### src/rtl/xe_pkg.sv
// Shared types and constants for the DEUNA/DELUA Unibus DMA master.
package xe_pkg;

  typedef enum logic [2:0] {
    ST_IDLE,
    ST_REQ,
    ST_SETUP,
    ST_MSYN,
    ST_DESKEW2,
    ST_RELEASE,
    ST_END
  } xe_state_t;

  // Unibus C1:C0 cycle codes
  localparam logic [1:0] C_DATI  = 2'b00;
  localparam logic [1:0] C_DATO  = 2'b10;
  localparam logic [1:0] C_DATOB = 2'b11;

  // 'XD', nreg code 1, version 002
  localparam logic [31:0] XE_IDENT = 32'h5844_1002;

  // ARM register 1 bit positions (read and write share the top bits)
  localparam int R1_GO     = 31;
  localparam int R1_BUSY   = 31;
  localparam int R1_DATO   = 30;
  localparam int R1_BYTE   = 29;
  localparam int R1_BUSERR = 28;
  localparam int R1_GNTERR = 27;
  localparam int R1_DONE   = 26;

  // ARM register 3 bit positions
  localparam int R3_EN  = 31;
  localparam int R3_CLR = 0;

  // Counters stick at all-ones instead of wrapping
  function automatic logic [16:0] sat_inc(input logic [16:0] v);
    return (v == 17'h1ffff) ? v : v + 17'd1;
  endfunction

endpackage

### src/rtl/ub_master_cycle.sv
// Unibus master bus-cycle sequencer: drives address/control/data with BBSY,
// deskews into MSYN, waits for SSYN, deskews the read latch, then releases.
// Reusable by any NPR-capable device once it has won the grant.
module ub_master_cycle
  import xe_pkg::*;
#(
  parameter int DESKEW  = 15,
  parameter int TIMEOUT = 1000
) (
  input  logic        clk,
  input  logic        rst,
  input  logic        abort,
  input  logic        start,
  input  logic [17:0] addr,
  input  logic [1:0]  code,
  input  logic [15:0] wdata,
  input  logic        ssyn,
  input  logic [15:0] din,
  output logic        bbsy,
  output logic        msyn,
  output logic [17:0] a,
  output logic [1:0]  c,
  output logic [15:0] d,
  output logic [15:0] rdata,
  output logic        fin,
  output logic        err
);

  localparam logic [16:0] DSK_LAST = 17'(DESKEW - 1);
  localparam logic [16:0] TMO_LAST = 17'(TIMEOUT - 1);

  xe_state_t   phase;
  logic [16:0] cnt;

  // Read data is kept across INIT so software still sees the last word read
  always_ff @(posedge clk) begin
    if (rst)
      rdata <= '0;
    else if (!abort && phase == ST_DESKEW2 && cnt >= DSK_LAST && c == C_DATI)
      rdata <= din;
  end

  // Bus-cycle sequencer; INIT drops every bus line in the same clock
  always_ff @(posedge clk) begin
    if (rst || abort) begin
      phase <= ST_IDLE;
      cnt   <= '0;
      bbsy  <= 1'b0;
      msyn  <= 1'b0;
      a     <= '0;
      c     <= '0;
      d     <= '0;
      fin   <= 1'b0;
      err   <= 1'b0;
    end else begin
      fin <= 1'b0;
      case (phase)
        ST_IDLE: if (start) begin
          a     <= addr;
          c     <= code;
          d     <= wdata;
          bbsy  <= 1'b1;
          err   <= 1'b0;
          cnt   <= '0;
          phase <= ST_SETUP;
        end
        ST_SETUP: if (cnt >= DSK_LAST) begin
          msyn  <= 1'b1;
          cnt   <= '0;
          phase <= ST_MSYN;
        end else cnt <= sat_inc(cnt);
        ST_MSYN: if (ssyn) begin
          cnt   <= '0;
          phase <= ST_DESKEW2;
        end else if (cnt >= TMO_LAST) begin
          err   <= 1'b1;
          msyn  <= 1'b0;
          cnt   <= '0;
          phase <= ST_RELEASE;
        end else cnt <= sat_inc(cnt);
        ST_DESKEW2: if (cnt >= DSK_LAST) begin
          msyn  <= 1'b0;
          cnt   <= '0;
          phase <= ST_RELEASE;
        end else cnt <= sat_inc(cnt);
        ST_RELEASE: if (!ssyn || cnt >= TMO_LAST) begin
          if (ssyn) err <= 1'b1;
          a     <= '0;
          c     <= '0;
          d     <= '0;
          bbsy  <= 1'b0;
          fin   <= 1'b1;
          cnt   <= '0;
          phase <= ST_IDLE;
        end else cnt <= sat_inc(cnt);
        default: phase <= ST_IDLE;
      endcase
    end
  end

endmodule

### src/rtl/xe_dma.sv
// DEUNA/DELUA NPR DMA master: ARM-visible command registers, NPR/NPG
// arbitration with grant timeout, and one Unibus transfer per command.
module xe_dma
  import xe_pkg::*;
#(
  parameter int DESKEW  = 15,
  parameter int TIMEOUT = 1000,
  parameter int GNTTMO  = 100000
) (
  input  logic        CLOCK,
  input  logic        RESET,
  input  logic        armwrite,
  input  logic [1:0]  armraddr,
  input  logic [1:0]  armwaddr,
  input  logic [31:0] armwdata,
  output logic [31:0] armrdata,
  output logic        armintrq,
  input  logic        init_in_h,
  output logic        npr_out_h,
  input  logic        npg_in_h,
  output logic        bbsy_out_h,
  output logic [17:0] a_out_h,
  output logic [1:0]  c_out_h,
  output logic [15:0] d_out_h,
  output logic        msyn_out_h,
  input  logic        ssyn_in_h,
  input  logic [15:0] d_in_h
);

  localparam logic [16:0] GNT_LAST = 17'(GNTTMO - 1);

  // ST_SETUP here means "bus cycle handed to the sequencer"; the finer
  // SETUP/MSYN/DESKEW2/RELEASE phases live inside ub_master_cycle.
  xe_state_t   state;
  logic [16:0] gcnt;
  logic        enable, done, buserr, gnterr, dato, bmode;
  logic [17:0] addr;
  logic [15:0] wdata, rdata;
  logic        busy, cyc_start, cyc_fin, cyc_err;
  logic [1:0]  cyc_code;
  logic [15:0] cyc_wdata;
  logic        unused_wbits;

  assign unused_wbits = ^armwdata[28:18];
  assign busy      = (state != ST_IDLE);
  assign armintrq  = done;
  assign cyc_start = (state == ST_REQ) && npg_in_h && !ssyn_in_h && !init_in_h;
  assign cyc_code  = dato ? {1'b1, bmode} : C_DATI;
  assign cyc_wdata = dato ? wdata : 16'h0;

  // ARM register read mux
  always_comb begin
    armrdata = '0;
    case (armraddr)
      2'd0:    armrdata = XE_IDENT;
      2'd1:    armrdata = {busy, dato, bmode, buserr, gnterr, done, 8'b0, addr};
      2'd2:    armrdata = {rdata, wdata};
      default: armrdata = {enable, 31'b0};
    endcase
  end

  // Register writes first, then FSM and INIT, so flag sets win over clears
  always_ff @(posedge CLOCK) begin
    if (RESET) begin
      state     <= ST_IDLE;
      gcnt      <= '0;
      enable    <= 1'b0;
      done      <= 1'b0;
      buserr    <= 1'b0;
      gnterr    <= 1'b0;
      dato      <= 1'b0;
      bmode     <= 1'b0;
      addr      <= '0;
      wdata     <= '0;
      npr_out_h <= 1'b0;
    end else begin
      if (armwrite) begin
        case (armwaddr)
          2'd1: if (state == ST_IDLE && enable && !init_in_h) begin
            dato  <= armwdata[R1_DATO];
            bmode <= armwdata[R1_BYTE];
            addr  <= armwdata[17:0];
            if (armwdata[R1_GO]) begin
              done   <= 1'b0;
              buserr <= 1'b0;
              gnterr <= 1'b0;
              // word access at an odd address never reaches the bus
              if (!armwdata[R1_BYTE] && armwdata[0]) begin
                buserr <= 1'b1;
                done   <= 1'b1;
              end else begin
                state     <= ST_REQ;
                npr_out_h <= 1'b1;
                gcnt      <= '0;
              end
            end
          end
          2'd2: if (!msyn_out_h) wdata <= armwdata[15:0];
          2'd3: begin
            enable <= armwdata[R3_EN];
            if (armwdata[R3_CLR]) begin
              done   <= 1'b0;
              buserr <= 1'b0;
              gnterr <= 1'b0;
            end
          end
          default: ;
        endcase
      end

      case (state)
        ST_REQ: if (cyc_start) begin
          npr_out_h <= 1'b0;
          state     <= ST_SETUP;
        end else if (gcnt >= GNT_LAST) begin
          gnterr    <= 1'b1;
          npr_out_h <= 1'b0;
          state     <= ST_END;
        end else gcnt <= sat_inc(gcnt);
        ST_SETUP: if (cyc_fin) begin
          if (cyc_err) buserr <= 1'b1;
          state <= ST_END;
        end
        ST_END: begin
          done  <= 1'b1;
          state <= ST_IDLE;
        end
        default: ;
      endcase

      if (init_in_h) begin
        npr_out_h <= 1'b0;
        gcnt      <= '0;
        state     <= ST_IDLE;
        if (busy) begin
          buserr <= 1'b1;
          done   <= 1'b1;
        end
      end
    end
  end

  ub_master_cycle #(.DESKEW(DESKEW), .TIMEOUT(TIMEOUT)) u_cyc (
    .clk   (CLOCK),
    .rst   (RESET),
    .abort (init_in_h),
    .start (cyc_start),
    .addr  (addr),
    .code  (cyc_code),
    .wdata (cyc_wdata),
    .ssyn  (ssyn_in_h),
    .din   (d_in_h),
    .bbsy  (bbsy_out_h),
    .msyn  (msyn_out_h),
    .a     (a_out_h),
    .c     (c_out_h),
    .d     (d_out_h),
    .rdata (rdata),
    .fin   (cyc_fin),
    .err   (cyc_err)
  );

endmodule
### config.mk
export PLATFORM = sky130hd
export DESIGN_NAME = xe_dma
export DESIGN_NICKNAME = d
export VERILOG_FILES = /design/src/rtl/xe_pkg.sv /design/src/rtl/ub_master_cycle.sv /design/src/rtl/xe_dma.sv
export SDC_FILE = /design/constraint.sdc
export NUM_CORES = 1
export LEC_CHECK = 0
export BUFFER_PORTS_ARGS = -buffer_cell sky130_fd_sc_hd__buf_2
export CAP_MARGIN = 30
export CORE_MARGIN = 1
export CORE_UTILIZATION = 25
export CTS_BUF_LIST = sky130_fd_sc_hd__clkbuf_16
export CTS_CLUSTER_DIAMETER = 100
export DETAILED_ROUTE_END_ITERATION = 7
export SLEW_MARGIN = 5
export SYNTH_ARGS = -nofsm -noshare
export SYNTH_HDL_FRONTEND = slang
export SYNTH_SLANG_ARGS = --single-unit
### constraint.sdc
create_clock -name CLOCK -period 4 [get_ports CLOCK]
set_input_delay 0.4 -clock CLOCK [delete_from_list [all_inputs] [get_ports CLOCK]]
set_output_delay 0.4 -clock CLOCK [all_outputs]
set_load 0.03 [all_outputs]
### After elaboration in Yosys (flattened, before gate mapping)

Cells that the tools add are included.

* bits in registers: 137
* output and inout bits: 72
* input port bits: 58
* word-level logic and storage cells: 179

* order comparisons: 3
* mux-type cells: 94
* add/subtract/negate cells: 2
* reductions and logical operators: 34
* eq/ne operators: 23
* bitwise operators: 2

Operators with widths (count)
* two-way mux 17 bit: 15
* case mux 32 bit (3 select lines): 1
* case mux 17 bit (4 select lines): 1
* two-way mux 16 bit: 3
* two-way mux 1 bit: 44
* two-way mux 3 bit: 14
* two-way mux 18 bit: 2
* case mux 18 bit (2 select lines): 1
* adder 17 x 1 -> 17 bit (second input constant): 2
* equality test 17 bit (second input constant): 2
* case mux 16 bit (2 select lines): 1
* >= comparator 17 x 10 -> 1 bit (second input constant): 1
* >= comparator 17 bit (second input constant): 1
* >= comparator 17 x 4 -> 1 bit (second input constant): 1
* case mux 3 bit (5 select lines): 1
* AND reduction 5 bit: 2
* equality test 3 x 2 -> 1 bit (second input constant): 3
* equality test 3 bit (second input constant): 3
* logical AND 1 bit: 9
* case mux 3 bit (3 select lines): 1
* AND reduction 3 bit: 3
* nonzero test 3 bit: 3
* != test 2 bit (second input constant): 4
* case mux 1 bit (2 select lines): 4
* other kinds (19): 36

### Logic depth before layout (Yosys ltp)

Gate-level depths: netlist of the first run.

* word-level depth: 12
* depth in mapped cells: 12

### By module

A second synthesis of the first run with hierarchy kept.

* cells, all modules: 734
* area total of the unflattened synthesis: 6304.8 um2

Modules (own cells, without submodules)
* xe_dma: cells each 420, times used 1, area each 3235.6 um2
* ub_master_cycle: cells each 314, times used 1, area each 3069.2 um2

### Least setup slack after synthesis of the first run

Ideal clock, no wire load.

* kind: register -> register
* from: register gcnt[0]
* to: register gcnt[15]
* path buffers: 1
* stages on the path, launching flop included: 12
* data arrival time: 2.382 ns
* setup time: 0.070 ns
* period minus slack after synthesis: 2.452 ns
* data required time: 3.930 ns
* slack: 1.548 ns
* cell sequence: dfxtp_1 ha_1 and3_1 clkbuf_1 nand3_1 nor3_1 ha_1 nor4_1 o211ai_1 a211o_1 or3_1 a21oi_1

* cells in the longest elaborated chain, start to end: 5
* elaborated cells between the ends (all ways): 8
* classes of those cells: add/sub (1); order compare (1); eq/ne (2); mux (4)

RTL lines
* from (decl): RTL line xe_dma.sv:35 `logic [16:0] gcnt;`
* from (signal assigned): RTL line xe_dma.sv:119 `end else gcnt <= sat_inc(gcnt);`
* adder 17 x 1 -> 17 bit: RTL line xe_pkg.sv:37 `return (v == 17'h1ffff) ? v : v + 17'd1;`
* two-way mux 17 bit: RTL line xe_pkg.sv:37
* two-way mux 17 bit: RTL line xe_dma.sv:115 `end else if (gcnt >= GNT_LAST) begin`
* two-way mux 17 bit: RTL line xe_dma.sv:112 `ST_REQ: if (cyc_start) begin`
* two-way mux 17 bit: RTL line xe_dma.sv:111 `case (state)`

Several ways; a longest one is shown, not always the timed one. The select of a mux whose other input is x is not followed.
A chain may end at the register's enable or synchronous reset.

### Final worst setup path of the first run

Ends and elaborated chain as after synthesis.

==> results of run 1 <==
-- registers in the layout, summed over array words and instances, names as in the netlist, 2 cells and up --
register,count
u_cyc.rdata,16
gcnt,17
addr,18
u_cyc.c,2
u_cyc.d,16
u_cyc.a,18
u_cyc.cnt,17
state,3
wdata,16
u_cyc.phase,3
-- cells by family after synthesis --
family          share of synthesized area (%)
compound gates                          22.29
xor+xnor                                1.739
fa+ha+maj                              0.8280
buf+inv                                 4.223
flops                                   45.37
mux                                     3.333
simple gates                            22.21
-- worst min-delay path, cell delays in order --
cell and delay, ns:
buf_2 0.07, mux2i_1 0.05, nor2_1 0.07
-- how the worst min path moves through the flow --
stage | start | end | slack, ns | depth (start not counted)
final | d_in_h[10] | u_cyc.rdata[10] | 0.21 | 3
after global routing | d_in_h[12] | u_cyc.rdata[12] | 0.20 | 3
after CTS | d_in_h[5] | u_cyc.rdata[5] | 0.20 | 3
after detailed placement | u_cyc.a[14] | u_cyc.a[14] | 0.46 | 1
after global placement | addr[3] | addr[3] | 0.46 | 2
after floorplan | dato | dato | 0.44 | 2
-- cell usage in the layout, fill, tap and decap left out, drive strengths merged, types with 11 or more instances in the layout --
| cell | n |
|---|---|
| nand3 | 20 |
| nor3 | 12 |
| dfxtp | 137 |
| buf | 127 |
| inv | 22 |
| a21oi | 70 |
| a22o | 54 |
| o21ai | 16 |
| clkbuf | 17 |
| nor2 | 57 |
| and2 | 13 |
| xnor2 | 11 |
| mux2i | 19 |
| nand2 | 113 |
-- layout make-up --
cell class / count / area, sq um
Fill cell: 2509 / 16080
Multi-Input combinational cell: 509 / 3055
Sequential cell: 137 / 2743
Timing Repair Buffer: 127 / 685.7
Clock buffer: 17 / 425.4
Tap cell: 319 / 399.1
Clock inverter: 14 / 163.9
Inverter: 16 / 60.06
Antenna cell: 2 / 5.005
-- through the flow --
step	cells	setup slack, ns	hold WS, ns	total power [mW]	area [sq um]
2_1_floorplan	708	1.548	0.4408	1.470	6045
3_3_place_gp	1106	1.008	0.4559	1.529	6900
3_5_place_dp	1107	1.030	0.4593	1.529	6915
4_1_cts	1138	1.015	0.1955	3.119	7505
5_1_grt	1139	0.7702	0.2001	3.194	7532
6_report	1141	1.007	0.2094	3.082	7537
-- power by group through the flow --
stage	combinational, mW	sequential, mW	clock (mW)
4_1_cts	0.124	1.37	1.62
6_report	0.123	1.38	1.58
3_5_place_dp	0.124	1.41	0
2_1_floorplan	0.0659	1.40	0
3_3_place_gp	0.123	1.41	0
5_1_grt	0.134	1.38	1.69
-- per-layer routing --
| layer | up-vias | wire length, um | track usage [%] |
|---|---|---|---|
| li1 | 2736 | - | - |
| met1 | 2536 | 7832 | 17.84 |
| met2 | 141 | 7654 | 21.41 |
| met3 | 18 | 945 | 3.937 |
| met4 | 2 | 250 | 4.300 |
| met5 | - | 13 | 0 |
==> metrics.txt, run 1 <==
FF-to-FF path depth=10; EDFF count, synth=0; Worst Setup Path Type=reg2reg; top cells by area, synth=dfxtp_1, a22o_1, nand2_1; Hold Crit Class=in2reg; CTS Buf Count=17; measured slew at the worst slew-check pin=0.9676 ns; die area=0.02480 sq mm; H-tree lvl count=4; Crit. Startpoint=gcnt[0]; Max stage delay cell, worst path=a211o_1; routability cong.=0.8109; Net Count, Synth=770; global-route wire length before repair=26140 um; most used cell, CP=ha_1; Setup crit end kind=flip-flop; Yosys warning count=0; Pleak=3.037 nW; Int Pwr=2.340 mW; fraction of registers with async set/reset=0%; Sink Count=137; critical path required time=4.35 ns; CTS resizes=0; Clock Skews=0.008798 ns; Clock transition at path regs=0.06 ns; clk buf depth=2; Max Cap Viol=0; core area=0.02361 sq mm; arrival time at the worst endpoint=3.34 ns; most frequent cell after synthesis=dfxtp_1; final wirelength=16700 um; Seq/Total Area, Yosys=45.37%; CP Buf/Inv Count=0; flop-to-flop setup slack=1.01 ns; RR Endpoint=gcnt[15]; net switching power=741.9 uW; Final Critical Period=2.993 ns; antenna viol nets, final=0; Comb pwr share=4.0%; post-DP HPWL=11410 um; violation count after the first detailed-route iteration=341; sequential power share=44.6%; Chip Height=157.5 um; cells along the critical path=ha_1 > and3_1 > nand3_1 > nor3_1 > ha_1 > nor4_1 > o211ai_1 > a211o_1 > or3_1 > a21oi_1; layout cell share with drive strength beyond 1=21.59%; Yosys cell types=58; Synth Instances=708; Main synth FF type=dfxtp_1; switching part of the total=24.07%; RSZ-0062 raised after global routing=false; Critical Path Sink=gcnt[15]; slowest stage delay, CP=0.48 ns; Vias=5433; DR pass1 iterations=5; setup bufs post-CTS=0; Avg Inst Size Synth=8.537 sq um; mapped cell area=0.006045 sq mm; final setup vio count=0; Initial Utilization=25.60%; critical path launch point type=flip-flop; nets=870; pwr dens=409.0 mW/mm^2; Final period util=74.82%; Clock power frac=51.4%; status=complete, no violations; std cell rows=56; Fmax achieved=0.3341 GHz; commonest cells in the netlist=dfxtp_1, nand2_1, a21oi_1, nor2_1, a22o_1; Worst Path Max Fanout=12; DR vias/cell=4.762; slew margin rel.=35.06%; FF+latch count, synth=137; GRT Util Overall=13.62%; drt wl/cell=14.63 um; grt total ovfl=0; Area Overhead vs Synth=24.69%; largest net degree at the start of global routing=36; Yosys top cell area share=45.37%; vias in the first global route=4906; Levels on crit path=10; Skew-Pair Late Insertion Delay=0.42 ns; Hold Vio Cnt, Final=0; post-synth top area cell=dfxtp_1; fin util=31.92%; IO Port Bufs=118; Slew Viols, Final=0; worst r2r src=gcnt[0]; CTS tree=yes; critical path's top delay family=simple AND/OR/NAND/NOR gates; Peak VDD IR=0.1968 mV; Setup TNS=0 ns; Ports=130; drt drc=0; CTS Root Cell=clkbuf_16; DIE WIDTH=157.5 um; initial antenna violation count=2; Hold-fix buffers, CTS=0
No activity file was read; power rests on OpenSTA's default activity.
==> inputs of run 2 (changes only) <==
Clock period 4 ns to 2.8 ns, I/O delays scaled along.
==> metrics.txt, run 2 (synthesized netlist as in run 1, its figures left out) <==
status=complete, no violations; nets=886; DR pass1 iterations=4; post-DP HPWL=11590 um; CP Buf/Inv Count=0; Fmax achieved=0.3842 GHz; final setup vio count=0; Storage cell area=0.002743 sq mm; Hold Crit Class=in2reg; largest net degree at the start of global routing=53; RSZ-0062 raised after global routing=false; Final Critical Period=2.603 ns; GRT Util Overall=13.66%; cells along the critical path=and2_1 > and3_1 > nand3_1 > nor3_1 > ha_1 > nor4_2 > o211ai_1 > a211o_1 > or3_1 > a21oi_1; DIE WIDTH=157.5 um; Initial Utilization=25.60%; slew margin rel.=61.04%; Slew Viols, Final=0; commonest non-fill, non-tap cells in the layout=dfxtp_1, buf_2, nand2_1, a21oi_1, nor2_1; Final Instance Count excl. Fillers=1157; Worst Path Max Fanout=6; fill count=2518; arrival time at the worst endpoint=2.95 ns; drt drc=0; Clock Skews=0.01110 ns; IO Port Bufs=118; Area Overhead vs Synth=26.79%; Setup crit end kind=flip-flop; std cell rows=56; Vias=5512; Clock transition at path regs=0.07 ns; drt wl/cell=14.39 um; layout cell share with drive strength beyond 1=23.18%; antenna viol nets, final=0; critical path required time=3.15 ns; biggest regs=addr (18), u_cyc.a (18); Skew-Pair Late Insertion Delay=0.43 ns; critical path's top delay family=simple AND/OR/NAND/NOR gates; CTS Root Cell=clkbuf_16; Hold-fix buffers, CTS=0; core area=0.02361 sq mm; final wirelength=16650 um; placed cell count=1123; Pleak=3.122 nW; routability cong.=0.8497; hold_ws=0.08755 ns; Multi-input gate area=0.003062 sq mm; Setup TNS=0 ns; clk buf depth=2; Ports=130; die area=0.02480 sq mm; global-route wire length before repair=26500 um; critical path launch point type=flip-flop; grt total ovfl=0; most common cell after layout, fill and taps aside=dfxtp_1; Sink Count=137; pwr dens=577.0 mW/mm^2; Hold Vio Cnt, Final=0; Max stage delay cell, worst path=a211o_1; DR vias/cell=4.764; Chip Height=157.5 um; CTS Buf Count=17; H-tree lvl count=4; violation count after the first detailed-route iteration=289; Worst Setup Path Type=reg2reg; measured slew at the worst slew-check pin=0.5844 ns; initial antenna violation count=3; slowest stage delay, CP=0.37 ns; Peak VDD IR=0.3401 mV; vias in the first global route=5122; Max Cap Viol=0; CTS tree=yes; Final period util=92.96%
-- run 2: per-stage QoR --
step | power (mW) | setup WS [ns] | util [%] | area [sq um]
floorplan | 2.100 | 0.3478 | - | 6045
global placement | 2.187 | 0.2309 | 29.87 | 7053
detailed placement | 2.187 | 0.1603 | 29.87 | 7053
CTS | 4.459 | 0.1326 | 32.39 | 7647
global route | 4.581 | 0.02160 | 32.44 | 7661
finish | 4.422 | 0.1970 | 32.46 | 7664
-- run 2: worst register-to-register path, cell delays in order (launching register included) --
cell and delay, ns:
dfxtp_1 0.33, and2_1 0.20, and3_1 0.22, nand3_1 0.13, nor3_1 0.07, ha_1 0.22
nor4_2 0.30, o211ai_1 0.21, a211o_1 0.37, or3_1 0.32, a21oi_1 0.15
-- run 2: layout make-up --
| type | count | area share, % |
|---|---|---|
| inverters | 16 | 0.7837 |
| repair buffers | 143 | 10.48 |
| well taps | 319 | 5.208 |
| flip-flops and latches | 137 | 35.79 |
| diodes | 1 | 0.03265 |
| clock inverters | 15 | 2.204 |
| clock buffers | 17 | 5.551 |
| multi-input cells | 509 | 39.95 |
-- run 2: where the power goes --
part | total, mW | leakage (nW) | internal, mW | switching (mW)
Clock | 2.28 | 0.293 | 1.33 | 0.946
Combinational | 0.179 | 1.72 | 0.0587 | 0.120
Sequential | 1.96 | 1.10 | 1.96 | 0.00684
Total | 4.42 | 3.12 | 3.35 | 1.07
-- run 2: per-layer routing --
layer / wire (um) / vias up / global-route usage, %
met5: 22 / - / 0
met4: 283 / 4 / 4.577
met3: 972 / 29 / 4.157
met2: 7532 / 129 / 21.53
met1: 7842 / 2589 / 17.61
li1: - / 2761 / -
-- run 2: final timing paths --
path / startpoint / endpoint / slack [ns] / depth (start not counted)
setup / recovery: gcnt[10] / gcnt[13] / 0.20 / 10
hold / removal: d_in_h[10] / u_cyc.rdata[10] / 0.09 / 3
setup reg to reg: gcnt[10] / gcnt[13] / 0.20 / 10
hold reg to reg: addr[7] / addr[7] / 0.47 / 2
-- run 2: timing repair --
item	in CTS	in global routing
resized for setup	0	1
buffers inserted	0	1
endpoints found under the setup margin	0	2
